[src/rtl/jk_seq_pkg.sv]
// Shared encodings for the JK command sequencer: command codes, FSM states
// and the JK next-state rule used by the reference model.
package jk_seq_pkg;

  typedef enum logic [1:0] {
    CMD_HOLD = 2'b00,
    CMD_RST  = 2'b01,
    CMD_SET  = 2'b10,
    CMD_TOG  = 2'b11
  } jk_cmd_e;

  typedef enum logic [1:0] {
    ST_IDLE  = 2'b00,
    ST_DRIVE = 2'b01,
    ST_CHECK = 2'b10
  } seq_state_e;

  function automatic logic jk_next(input logic q, input logic [1:0] jk);
    case (jk)
      CMD_HOLD: return q;
      CMD_RST:  return 1'b0;
      CMD_SET:  return 1'b1;
      default:  return ~q;
    endcase
  endfunction

endpackage

[src/rtl/jk_cmd_fifo.sv]
// First-word-fall-through command FIFO; DEPTH must be a power of two so the
// pointers wrap naturally.
module jk_cmd_fifo #(
  parameter int DEPTH = 4
) (
  input  logic                     clk,
  input  logic                     rst,
  input  logic                     i_push,
  input  logic                     i_pop,
  input  logic [1:0]               i_wdata,
  output logic [1:0]               o_rdata,
  output logic [$clog2(DEPTH):0]   o_count,
  output logic                     o_full,
  output logic                     o_empty
);

  localparam int AW = $clog2(DEPTH);

  logic [1:0]    r_mem [DEPTH];
  logic [AW-1:0] r_wr_ptr;
  logic [AW-1:0] r_rd_ptr;
  logic [AW:0]   r_count;
  logic          w_push;
  logic          w_pop;

  assign o_full  = (r_count == (AW+1)'(DEPTH));
  assign o_empty = (r_count == '0);
  assign o_count = r_count;
  assign o_rdata = r_mem[r_rd_ptr];
  assign w_push  = i_push && !o_full;
  assign w_pop   = i_pop && !o_empty;

  // NOTE: storage has no reset; the pointers and count define which entries are valid.
  always_ff @(posedge clk) begin
    if (w_push) r_mem[r_wr_ptr] <= i_wdata;
  end

  // NOTE: sequential state uses non-blocking assignments so every flop samples pre-edge values.
  always_ff @(posedge clk) begin
    if (!rst) begin
      r_wr_ptr <= '0;
      r_rd_ptr <= '0;
      r_count  <= '0;
    end else begin
      if (w_push) r_wr_ptr <= r_wr_ptr + 1'b1;
      if (w_pop)  r_rd_ptr <= r_rd_ptr + 1'b1;
      case ({w_push, w_pop})
        2'b10:   r_count <= r_count + 1'b1;
        2'b01:   r_count <= r_count - 1'b1;
        default: r_count <= r_count;
      endcase
    end
  end

endmodule

[src/rtl/jk_cmd_sequencer.sv]
// Buffers JK commands, pulses them onto J/K one at a time and checks the fed-back Q
// against a reference model. Optional macro JKSEQ_AUTOSYNC_EN resyncs the model on a failed check.
module jk_cmd_sequencer
  import jk_seq_pkg::*;
#(
  parameter int DEPTH = 4,
  parameter int CNT_W = 8
) (
  input  logic                   clk,
  input  logic                   rst,
  input  logic                   en,
  input  logic                   cmd_valid,
  output logic                   cmd_ready,
  input  logic [1:0]             cmd,
  input  logic                   q_in,
  output logic                   J,
  output logic                   K,
  output logic                   busy,
  output logic                   exp_q,
  output logic                   mismatch,
  output logic [CNT_W-1:0]       mismatch_cnt,
  output logic [$clog2(DEPTH):0] fifo_count
);

  seq_state_e       r_state;
  seq_state_e       w_state_nxt;
  logic             r_j;
  logic             r_k;
  logic             r_exp_q;
  logic             r_mismatch;
  logic [CNT_W-1:0] r_cnt;
  logic [1:0]       w_jk_nxt;
  logic             w_pop;
  logic             w_push;
  logic             w_fail;
  logic [1:0]       w_fifo_rdata;
  logic             w_full;
  logic             w_empty;

  assign cmd_ready = !w_full;
  assign w_push    = cmd_valid && cmd_ready;

  jk_cmd_fifo #(.DEPTH(DEPTH)) u_fifo (
    .clk     (clk),
    .rst     (rst),
    .i_push  (w_push),
    .i_pop   (w_pop),
    .i_wdata (cmd),
    .o_rdata (w_fifo_rdata),
    .o_count (fifo_count),
    .o_full  (w_full),
    .o_empty (w_empty)
  );

  // NOTE: every always_comb output gets a default first, so no path can infer a latch.
  always_comb begin
    w_state_nxt = r_state;
    w_pop       = 1'b0;
    w_jk_nxt    = 2'b00;
    case (r_state)
      ST_IDLE, ST_CHECK: begin
        if (en && !w_empty) begin
          w_pop       = 1'b1;
          w_jk_nxt    = w_fifo_rdata;
          w_state_nxt = ST_DRIVE;
        end else begin
          w_state_nxt = ST_IDLE;
        end
      end
      ST_DRIVE: w_state_nxt = ST_CHECK;
      default:  w_state_nxt = ST_IDLE;
    endcase
  end

  assign w_fail = (r_state == ST_CHECK) && (q_in != r_exp_q);

  always_ff @(posedge clk) begin
    if (!rst) begin
      r_state    <= ST_IDLE;
      r_j        <= 1'b0;
      r_k        <= 1'b0;
      r_exp_q    <= 1'b0;
      r_mismatch <= 1'b0;
      r_cnt      <= '0;
    end else begin
      r_state      <= w_state_nxt;
      {r_j, r_k}   <= w_jk_nxt;
      // The model advances at the same edge the flip-flop samples J/K.
      if (r_state == ST_DRIVE) r_exp_q <= jk_next(r_exp_q, {r_j, r_k});
      if (w_fail) begin
        r_mismatch <= 1'b1;
        if (r_cnt != '1) r_cnt <= r_cnt + 1'b1;
`ifdef JKSEQ_AUTOSYNC_EN
        r_exp_q <= q_in;
`else
        r_exp_q <= r_exp_q;
`endif
      end
    end
  end

  assign J            = r_j;
  assign K            = r_k;
  assign exp_q        = r_exp_q;
  assign mismatch     = r_mismatch;
  assign mismatch_cnt = r_cnt;
  assign busy         = (r_state != ST_IDLE) || !w_empty;

endmodule

[config.mk]
export PLATFORM = sky130hd
export DESIGN_NAME = jk_cmd_sequencer
export DESIGN_NICKNAME = d
export VERILOG_FILES = /design/src/rtl/jk_seq_pkg.sv /design/src/rtl/jk_cmd_fifo.sv /design/src/rtl/jk_cmd_sequencer.sv
export SDC_FILE = /design/constraint.sdc
export NUM_CORES = 1
export LEC_CHECK = 0
export CAP_MARGIN = 20
export CORE_MARGIN = 8
export CORE_UTILIZATION = 35
export DETAILED_ROUTE_END_ITERATION = 6
export PLACE_DENSITY = 0.6
export SYNTH_ARGS = -nofsm -noshare
export SYNTH_HDL_FRONTEND = slang
export SYNTH_SLANG_ARGS = --single-unit
[constraint.sdc]
create_clock -name clk -period 3.7 [get_ports clk]
set_input_delay 0.74 -clock clk [delete_from_list [all_inputs] [get_ports clk]]
set_output_delay 0.74 -clock clk [all_outputs]
set_load 0.05 [all_outputs]
==> summary.md, run 1 <==
| Metric | Value |
|---|---|
| Most common flop cell mapped by yosys | `dfxtp_1` |
| Max Clk Rate | `355 MHz` |
| GR Util All Layers | `0.0915` |
| Fraction of layout cells with a size suffix above 1 | `0.103` |
| Share of synthesized flip-flops with an asynchronous set or reset | `0` |
| Vias in the first global route | `980` |
| CTS sink cnt | `29` |
| Outcome | `finished, final reports clean` |
| Req. time, crit path | `2.96 ns` |
| Multi-input gate area | `657 um^2` |
| CTS Buf Count | `5` |
| Final min period | `2.82 ns` |
| Die footprint | `6160 um^2` |
| DR DRC count | `0` |
| CP max FO | `5` |
| Total design power | `~1.1 mW` |
| TritonCTS clock tree | `done` |
| Worst setup SP type | `register` |
| Least-Margin Pin Slew | `0.501 ns` |
| First-pass GRT wire length | `4.49 mm` |
| Core Area | `3720 um^2` |
| Hold_sp | `r_state[1]` |
| Final worst slack | `0.882 ns` |
| Synth warn | `0` |
| Hold path endpoint | `r_state[1]` |
| Total wire length | `roughly 2.7 mm` |
| Power Density | `611 nW/um^2` |
| Seq cells post-synth | `29` |
| Clock Tree Buf Depth | `2` |
| Cell leakage power | `0.664 nW` |
| Final ANT Viol Nets | `0` |
| Hold-fix buffers, CTS | `0` |
| Final instance area | `1730 um^2` |
| Worst skew pair latency | `0.27 ns` |
| Avg Vias per Cell | `4.84` |
| Worst rel slew slack | `0.665` |
| FF+latch area | `661 um^2` |
| Area leader, netlist | `dfxtp_1` |
| Gate Count Post-Synth | `128` |
| Post-DP Area | `roughly 1600 um^2` |
| Hold WS | `0.481 ns` |
| Most frequent cells in the layout | `clkdlybuf4s50_1, dfxtp_1, and3_1, nand2_1` |
| Synthesized area | `1370 um^2` |
| Crit end category | `output pin` |
| Syn nets | `144` |
| Crit Path Category | `register to output pin` |
| Final period utilization | `0.761` |
| RSZ-0062 raised after global routing | `no` |
| Hold depth | `1` |
| Critical Path AT | `between 2 and 2.5 ns` |
| Clock transition at path regs | `0.06 ns` |
| Leading cell type in the layout, fill and taps excluded | `clkdlybuf4s50_1` |
| H-Tree Depth | `2` |
| Reg2reg end | `u_fifo.o_count[2]` |
| Min-delay worst type | `register to register` |
| Fin Setup TNS | `0 ns` |
| Yosys top cell area share | `0.308` |
| Dpl hpwl | `2.05 mm` |
| First-pass DRT Iterations | `4` |
| Largest net degree at the start of global routing | `14` |
| Initial core utilization | `0.368` |
| # nets final | `170` |
| Number of cells on the worst reg-to-reg path | `9` |
| GP Congestion | `0.811` |
| Number of synthesized flops with an enable pin | `8` |
| Die Span Y | `78.5 um` |
| Post-CTS setup buffer count | `0` |
| Row count | `22` |
| Setup Skew | `0.00320 ns` |
| Fillers | `369` |
| Max-slew violations | `0` |
| Max-Cap Viols | `0` |
| Area contributors post-synth | `dfxtp_1, edfxtp_1, ha_1` |
| Drt initial violations | `80` |
| I/O Buffers | `23` |
| CTS root buffer | `clkbuf_8` |
| Wire per inst | `13.3 um` |
| Die width | `78.5 um` |
| Final hold viol count | `0` |
| Register-to-Register Setup Slack | `1.35 ns` |
| Pre-CTS setup slack | `0.865 ns` |
| Distinct cell type count of the synthesized netlist | `36` |
| Initial antenna violation count | `0` |
| Area grow syn2layout | `26.8%` |
| Gr ovfl total | `0` |
| PostCTS Resize Cnt | `0` |
| Io pins | `24` |
| Peak supply drop | `around 320 uV` |
| Vias | `983` |
| Final setup vio count | `0` |
| Seq/Total Area, Yosys | `0.484` |
| # diodes | `0` |
| RR Startpoint | `u_fifo.o_count[2]` |
| Mean Syn Cell Area | `10.7 um^2` |
[flip-flops by register name, indices dropped and copies added, names as in the netlist]
register	count
u_fifo.r_rd_ptr	2
mismatch	1
u_fifo.r_wr_ptr	2
J	1
K	1
mismatch_cnt	8
exp_q	1
u_fifo.r_mem	8
r_state	2
u_fifo.o_count	3
[cell usage after synthesis (all sizes together), types with 3 or more instances]
master  number
dfxtp       21
and3        10
nand2       10
inv          9
nor2         9
edfxtp       8
ha           8
a21oi        6
clkbuf       4
nand3        4
a31oi        3
mux2i        3
or3          3
xnor2        3
xor2         3
[worst max path at each step]
stage                       from                 to  slack [ns]  cells past startpoint
3_3_place_gp                  en  u_fifo.o_count[2]        0.96                      8
6_report       u_fifo.o_count[0]               busy        0.88                      3
5_1_grt        u_fifo.o_count[0]               busy        0.82                      3
3_5_place_dp                  en  u_fifo.o_count[2]        0.87                      8
4_1_cts        u_fifo.o_count[0]               busy        0.87                      3
2_1_floorplan  u_fifo.o_count[2]  u_fifo.o_count[2]        1.03                      9
[worst max-delay path: stages, from the launching register on]
cell	delay [ns]
dfxtp_1	0.36
or3_1	0.42
or3_1	0.32
clkdlybuf4s50_1	0.71
[power by group]
part	leakage [nW]	switching (mW)	total (mW)	internal [mW]
logic	0.372	0.230	0.386	0.156
registers	0.244	0.0431	0.414	0.370
clock network	0.0486	0.112	0.259	0.147
[layer usage]
layer	vias to the layer above	track usage	wire, um
met3	5	0.0421	177
met4	0	0.0500	61
li1	504	-	-
met5	-	0	0
met1	451	0.104	1240
met2	23	0.139	1210
[cells by family after synthesis]
logic type	share of synthesized area
and+or+nand+nor	0.205
xor gates and xnor gates	0.0440
AOI/OAI and AO/OA	0.0888
adders and majority gates	0.0879
muxes	0.0549
DFF	0.484
buffers and inverters	0.0357
[metrics by stage]
| stage | cells | utilization |
|---|---|---|
| 6_report | 203 | 0.466 |
| 3_3_place_gp | 195 | 0.442 |
| 5_1_grt | 203 | 0.466 |
| 3_5_place_dp | 195 | 0.442 |
| 4_1_cts | 203 | 0.466 |
| 2_1_floorplan | 128 | - |
[layout make-up]
type	instances	share of cell area
Clock buffer	6	0.0477
Clock inverter	2	0.00505
Inverter	9	0.0195
Multi-Input combinational cell	86	0.379
Sequential cell	29	0.381
Tap cell	48	0.0347
Timing Repair Buffer	23	0.133
No activity file was read; power rests on OpenSTA's default activity.
==> inputs of run 2 (changes only) <==
==> constraint.sdc (replaced) <==
create_clock -name clk -period 2.9 [get_ports clk]
set_input_delay 0.58 -clock clk [delete_from_list [all_inputs] [get_ports clk]]
set_output_delay 0.58 -clock clk [all_outputs]
set_load 0.05 [all_outputs]
==> run 2 against run 1 <==
Die area is the same. First-iteration DRC count increased by 16%. Critical path depth unchanged. Final cell count did not move. Register-to-register slack worse by 0.81 ns. Critical endpoint unchanged. Worst hold slack improved by 0.0034 ns. Utilization unchanged. Clock power grew 29%.
==> summary.md, run 2 (synthesis gave the netlist of run 1 again) <==
| Metric | Value |
|---|---|
| Outcome | `finished, final reports clean` |
| Final period utilization | `0.915` |
| H-Tree Depth | `2 (unchanged)` |
| CTS root buffer | `clkbuf_8` |
| PostCTS Resize Cnt | `0 (unchanged)` |
| Max Clk Rate | `377 MHz` |
| Reg2reg end | `u_fifo.o_count[2]` |
| Critical Path AT | `2.07 ns (about the same)` |
| Dpl hpwl | `2.04 mm (-0.38%)` |
| GP Congestion | `0.811 (about the same)` |
| Die footprint | `6160 um^2 (unchanged)` |
| Hold_sp | `r_state[1]` |
| First-pass DRT Iterations | `4 (unchanged)` |
| Leading cell type in the layout, fill and taps excluded | `clkdlybuf4s50_1` |
| TritonCTS clock tree | `done` |
| # diodes | `0 (unchanged)` |
| Final min period | `about 2.7 ns` |
| Final design utilization | `0.466 (unchanged)` |
| Avg Vias per Cell | `4.95 (+2.2%)` |
| GR Util All Layers | `0.0927 (+0.00120)` |
| Reg power frac | `0.389 (about the same)` |
| Final ANT Viol Nets | `0 (unchanged)` |
| Vias | `1005 (+2.2%)` |
| Cell leakage power | `0.664 nW (unchanged)` |
| Most frequent cells in the layout | `clkdlybuf4s50_1, dfxtp_1, and3_1, nand2_1` |
| Worst rel slew slack | `0.660 (-0.00451)` |
| CP max FO | `5 (unchanged)` |
| Peak supply drop | `382 uV (+19%)` |
| Total wire length | `2.67 mm (-0.71%)` |
| RSZ-0062 raised after global routing | `no` |
| Clock transition at path regs | `0.06 ns (about the same)` |
| Area grow syn2layout | `26.8% (unchanged)` |
| Max-Cap Viols | `0 (unchanged)` |
| Clock Power Share | `0.247 (+0.002)` |
| CTS sink cnt | `29 (unchanged)` |
| NetSw | `494 uW (+28%)` |
| Largest net degree at the start of global routing | `14 (unchanged)` |
| Worst skew pair latency | `0.28 ns (about the same)` |
| Min-delay worst type | `register to register` |
| Crit Path Category | `register to output pin` |
| Register-to-Register Setup Slack | `0.54 ns (-0.81 ns)` |
| Wire per inst | `13.2 um (-0.71%)` |
| Power Density | `781 nW/um^2 (+28%)` |
| DR DRC count | `0 (unchanged)` |
| CP startpoint | `u_fifo.o_count[2]` |
| Critical path endpoint | `busy` |
| Final hold viol count | `0 (unchanged)` |
| Final setup vio count | `0 (unchanged)` |
| Internal power | `859 uW (+28%)` |
| Net Sw Frac | `0.365 (+0.000727)` |
| CTS Buf Count | `5 (unchanged)` |
| Die Span Y | `78.5 um (unchanged)` |
| Vias in the first global route | `991 (+1.1%)` |
| Die width | `78.5 um (unchanged)` |
| Worst setup SP type | `register` |
| Setup Skew | `0.00460 ns (+0.00140 ns)` |
| Req. time, crit path | `2.32 ns (-0.64 ns)` |
| Max-slew violations | `0 (unchanged)` |
| I/O Buffers | `23 (unchanged)` |
| Drt initial violations | `93 (+16%)` |
| Number of cells on the worst reg-to-reg path | `9 (unchanged)` |
| Row count | `22 (unchanged)` |
| Post-CTS setup buffer count | `0 (unchanged)` |
| Fin Setup TNS | `0 ns (unchanged)` |
| Crit end category | `output pin` |
| Initial antenna violation count | `0 (unchanged)` |
| Gr ovfl total | `0 (unchanged)` |
| Hold-fix buffers, CTS | `0 (unchanged)` |
| Fraction of layout cells with a size suffix above 1 | `0.103 (unchanged)` |
| # nets final | `170 (unchanged)` |
| Core Area | `3720 um^2 (unchanged)` |
| First-pass GRT wire length | `4.48 mm (-0.16%)` |
| Initial core utilization | `0.368 (unchanged)` |
| Clock Tree Buf Depth | `2 (unchanged)` |
| Comb pwr share | `0.364 (about the same)` |
| Least-Margin Pin Slew | `0.508 ns (+0.00675 ns)` |
| RR Startpoint | `u_fifo.o_count[2]` |
| Io pins | `24 (unchanged)` |
run 2: cell counts in the layout (fill, tap and decap cells not counted):
Identical to the previous run, type by type.
run 2: per-layer routing:
metal / up-vias / GRT usage / wire (um)
met3: 4 / 0.0467 / 183
met2: 25 / 0.137 / 1200
met4: 0 / 0.0611 / 53
li1: 507 / - / -
met1: 469 / 0.103 / 1230
met5: - / 0 / 0
run 2: final cells by class:
cell class | count | area [um^2]
clock buffer | 6 | 82.6
clock inverter | 2 | 8.76
fill | 367 | 1980
inverter | 9 | 33.8
multi-input combinational | 86 | 657
sequential | 29 | 661
tap | 48 | 60.1
timing repair buffer | 23 | 230
run 2: worst min path at each step:
stage / endpoint / depth (start not counted) / slack, ns
after global routing: r_state[1] / 1 / 0.51
after floorplan: r_state[1] / 1 / 0.43
after detailed placement: r_state[1] / 1 / 0.47
after CTS: r_state[1] / 1 / 0.48
final: r_state[1] / 1 / 0.48
after global placement: r_state[1] / 1 / 0.46
run 2: metrics by stage:
step / hold slack [ns] / total power [mW] / setup WS (ns) / instances / cell area, um^2
floorplan: 0.431 / 0.888 / 0.231 / 128 / 1370
global placement: 0.462 / 1.02 / 0.322 / 195 / 1640
detailed placement: 0.467 / 1.03 / 0.220 / 195 / 1640
CTS: 0.476 / 1.37 / 0.217 / 203 / 1730
global route: 0.507 / 1.43 / 0.171 / 203 / 1730
finish: 0.485 / 1.35 / 0.245 / 203 / 1730
run 2: worst max-delay path, cell delays in order, from the launching register on:
cell,delay (ns)
dfxtp_1,0.34
or3_1,0.43
or3_1,0.32
clkdlybuf4s50_1,0.71
run 2: power groups by stage:
stage | Clock (mW) | Combinational [mW] | Sequential [mW]
after floorplan | 0 | 0.282 | 0.606
after global placement | 0 | 0.488 | 0.534
after detailed placement | 0 | 0.498 | 0.536
after CTS | 0.347 | 0.498 | 0.527
after global routing | 0.364 | 0.536 | 0.535
final | 0.334 | 0.492 | 0.526
==> inputs of run 3 (changes only) <==
--- a/config.mk
+++ b/config.mk
@@ -7,9 +7,9 @@
 export LEC_CHECK = 0
 export CAP_MARGIN = 20
 export CORE_MARGIN = 8
-export CORE_UTILIZATION = 35
+export CORE_UTILIZATION = 45
 export DETAILED_ROUTE_END_ITERATION = 6
-export PLACE_DENSITY = 0.6
+export PLACE_DENSITY = 0.73
 export SYNTH_ARGS = -nofsm -noshare
 export SYNTH_HDL_FRONTEND = slang
 export SYNTH_SLANG_ARGS = --single-unit
==> run 3 against run 2 <==
Flip-flop and latch count did not move. Global-route usage increased by 1.2 points. Sequential power is essentially flat. Largest cell class unchanged. Largest power group unchanged. Highest routed layer unchanged.
==> summary.md, run 3 (synthesis gave the netlist of run 1 again) <==
| Metric | Value |
|---|---|
| # nets final | `170 (unchanged)` |
| Final min period | `2.65 ns (-0.000335 ns)` |
| Max-slew violations | `0 (unchanged)` |
| H-Tree Depth | `2 (unchanged)` |
| Row count | `20 (-9.1%)` |
| CP max FO | `5 (unchanged)` |
| Outcome | `finished, final reports clean` |
| Final worst slack | `0.245 ns (+0.000335 ns)` |
| Crit end category | `output pin` |
| Setup Skew | `0.00657 ns (+0.00197 ns)` |
| Hold_sp | `mismatch` |
| GR Util All Layers | `0.104 (+0.0116)` |
| Gr ovfl total | `0 (unchanged)` |
| Vias in the first global route | `987 (-0.40%)` |
| PostCTS Resize Cnt | `0 (unchanged)` |
| Critical Path AT | `2.07 ns (about the same)` |
| Fin Setup TNS | `0 ns (unchanged)` |
| DR DRC count | `0 (unchanged)` |
| Largest net degree at the start of global routing | `14 (unchanged)` |
| Total wire length | `2.48 mm (-7.2%)` |
| GP Congestion | `0.743 (-8.4%)` |
| # diodes | `0 (unchanged)` |
| Core Area | `2980 um^2 (-20%)` |
| Die footprint | `5060 um^2 (-18%)` |
| CTS Buf Count | `5 (unchanged)` |
| Vias | `1007 (+0.20%)` |
| Reg2reg end | `u_fifo.o_count[2]` |
| Area grow syn2layout | `22.4%` |
| Hold-fix buffers, CTS | `0 (unchanged)` |
| Fraction of layout cells with a size suffix above 1 | `0.0968 (-0.00645)` |
| First-pass DRT Iterations | `4 (unchanged)` |
| Final hold viol count | `0 (unchanged)` |
| Final ANT Viol Nets | `0 (unchanged)` |
| Least-Margin Pin Slew | `0.506 ns (-0.00251 ns)` |
| Final setup vio count | `0 (unchanged)` |
| Peak supply drop | `345 uV (-9.6%)` |
| TritonCTS clock tree | `done` |
| Worst setup SP type | `register` |
| Cell leakage power | `0.645 nW (-2.8%)` |
| Number of cells on the worst reg-to-reg path | `9 (unchanged)` |
| CTS root buffer | `clkbuf_4` |
| Initial antenna violation count | `0 (unchanged)` |
| I/O Buffers | `23 (unchanged)` |
| Drt initial violations | `81 (-13%)` |
| Die width | `71.1 um (-9.4%)` |
| Crit Path Category | `register to output pin` |
| Fin cells | `188 (-7.4%)` |
| Wire per inst | `13.2 um (+0.18%)` |
| Hold depth | `2 (+1)` |
| Final instance area | `1670 um^2 (-3.5%)` |
| Die Span Y | `71.1 um (-9.4%)` |
| Power Density | `738 nW/um^2 (-5.4%)` |
| Cells after DPL | `180 (-7.7%)` |
| Wl on met1 | `1.07 mm (-13%)` |
| Req. time, crit path | `2.32 ns (about the same)` |
| WL met2 | `1.23 mm (+2.0%)` |
| CTS sink cnt | `29 (unchanged)` |
| Register-to-Register Setup Slack | `0.57 ns (+0.03 ns)` |
| Io pins | `24 (unchanged)` |
| Uppermost routed layer | `met4` |
| Final period utilization | `0.915 (about the same)` |
| Min-delay worst type | `register to register` |
| Avg Vias per Cell | `5.36 (+8.2%)` |
| Max Clk Rate | `377 MHz (about the same)` |
| Worst rel slew slack | `0.662 (+0.00168)` |
| Post-DP Area | `1620 um^2 (-1.1%)` |
| RSZ-0062 raised after global routing | `no` |
| Worst skew pair latency | `0.31 ns (+0.03 ns)` |
| Pre-CTS setup slack | `0.282 ns (+0.0625 ns)` |
| Clock Tree Buf Depth | `2 (unchanged)` |
| Most frequent cells in the layout | `clkdlybuf4s50_1, dfxtp_1, and3_1, nand2_1` |
| Clock transition at path regs | `0.09 ns (+0.03 ns)` |
| Hold path endpoint | `mismatch` |
| Post-CTS setup buffer count | `0 (unchanged)` |
| Max-Cap Viols | `0 (unchanged)` |
| First-pass GRT wire length | `4.27 mm (-4.6%)` |
| Dpl hpwl | `1.91 mm (-6.5%)` |
| RR Startpoint | `u_fifo.o_count[2]` |
| Met3 wire len | `163 um (-11%)` |
| Initial core utilization | `0.459 (+0.0911)` |
| Leading cell type in the layout, fill and taps excluded | `clkdlybuf4s50_1` |
run 3: changes by cell type in the layout (fill, tap and decap cells not counted), sizes merged:
cell / previous run / this run
clkinv: 2 / 3
clkbuf: 6 / 5
run 3: power breakdown:
part,switching [mW],total [mW],internal [mW]
logic,0.290,0.492,0.202
registers,0.0522,0.524,0.472
clock network,0.132,0.220,0.0875
run 3: area by class of cell:
type | instances | area, um^2
fillers | 264 | 1310
repair buffers | 23 | 230
clock buffers | 5 | 37.5
flip-flops and latches | 29 | 661
inverters | 9 | 33.8
multi-input cells | 86 | 657
well taps | 33 | 41.3
clock inverters | 3 | 12.5
run 3: critical path, stage by stage (launching register included):
cell	delay [ns]
dfxtp_1	0.36
or3_1	0.38
or3_1	0.31
clkdlybuf4s50_1	0.70
run 3: how the worst max path moves through the flow:
stage / depth (start not counted) / to / slack, ns / startpoint
6_report: 3 / busy / 0.25 / u_fifo.o_count[0]
5_1_grt: 3 / busy / 0.12 / u_fifo.o_count[2]
4_1_cts: 3 / busy / 0.22 / u_fifo.o_count[2]
3_5_place_dp: 8 / u_fifo.o_count[2] / 0.28 / en
3_3_place_gp: 8 / u_fifo.o_count[2] / 0.35 / en
2_1_floorplan: 9 / u_fifo.o_count[2] / 0.23 / u_fifo.o_count[2]
run 3: routing by layer:
metal | GRT usage | up-vias
met5 | 0 | -
met1 | 0.109 | 473
li1 | - | 509
met2 | 0.179 | 23
met3 | 0.0523 | 2
met4 | 0.0300 | 0
run 3: per-stage QoR:
stage	total power, mW	utilization	hold WS (ns)
final	1.24	0.562	0.469
after global routing	1.32	0.562	0.528
after CTS	1.25	0.562	0.467
after detailed placement	1.03	0.545	0.453
after global placement	1.01	0.545	0.447
after floorplan	0.888	-	0.431
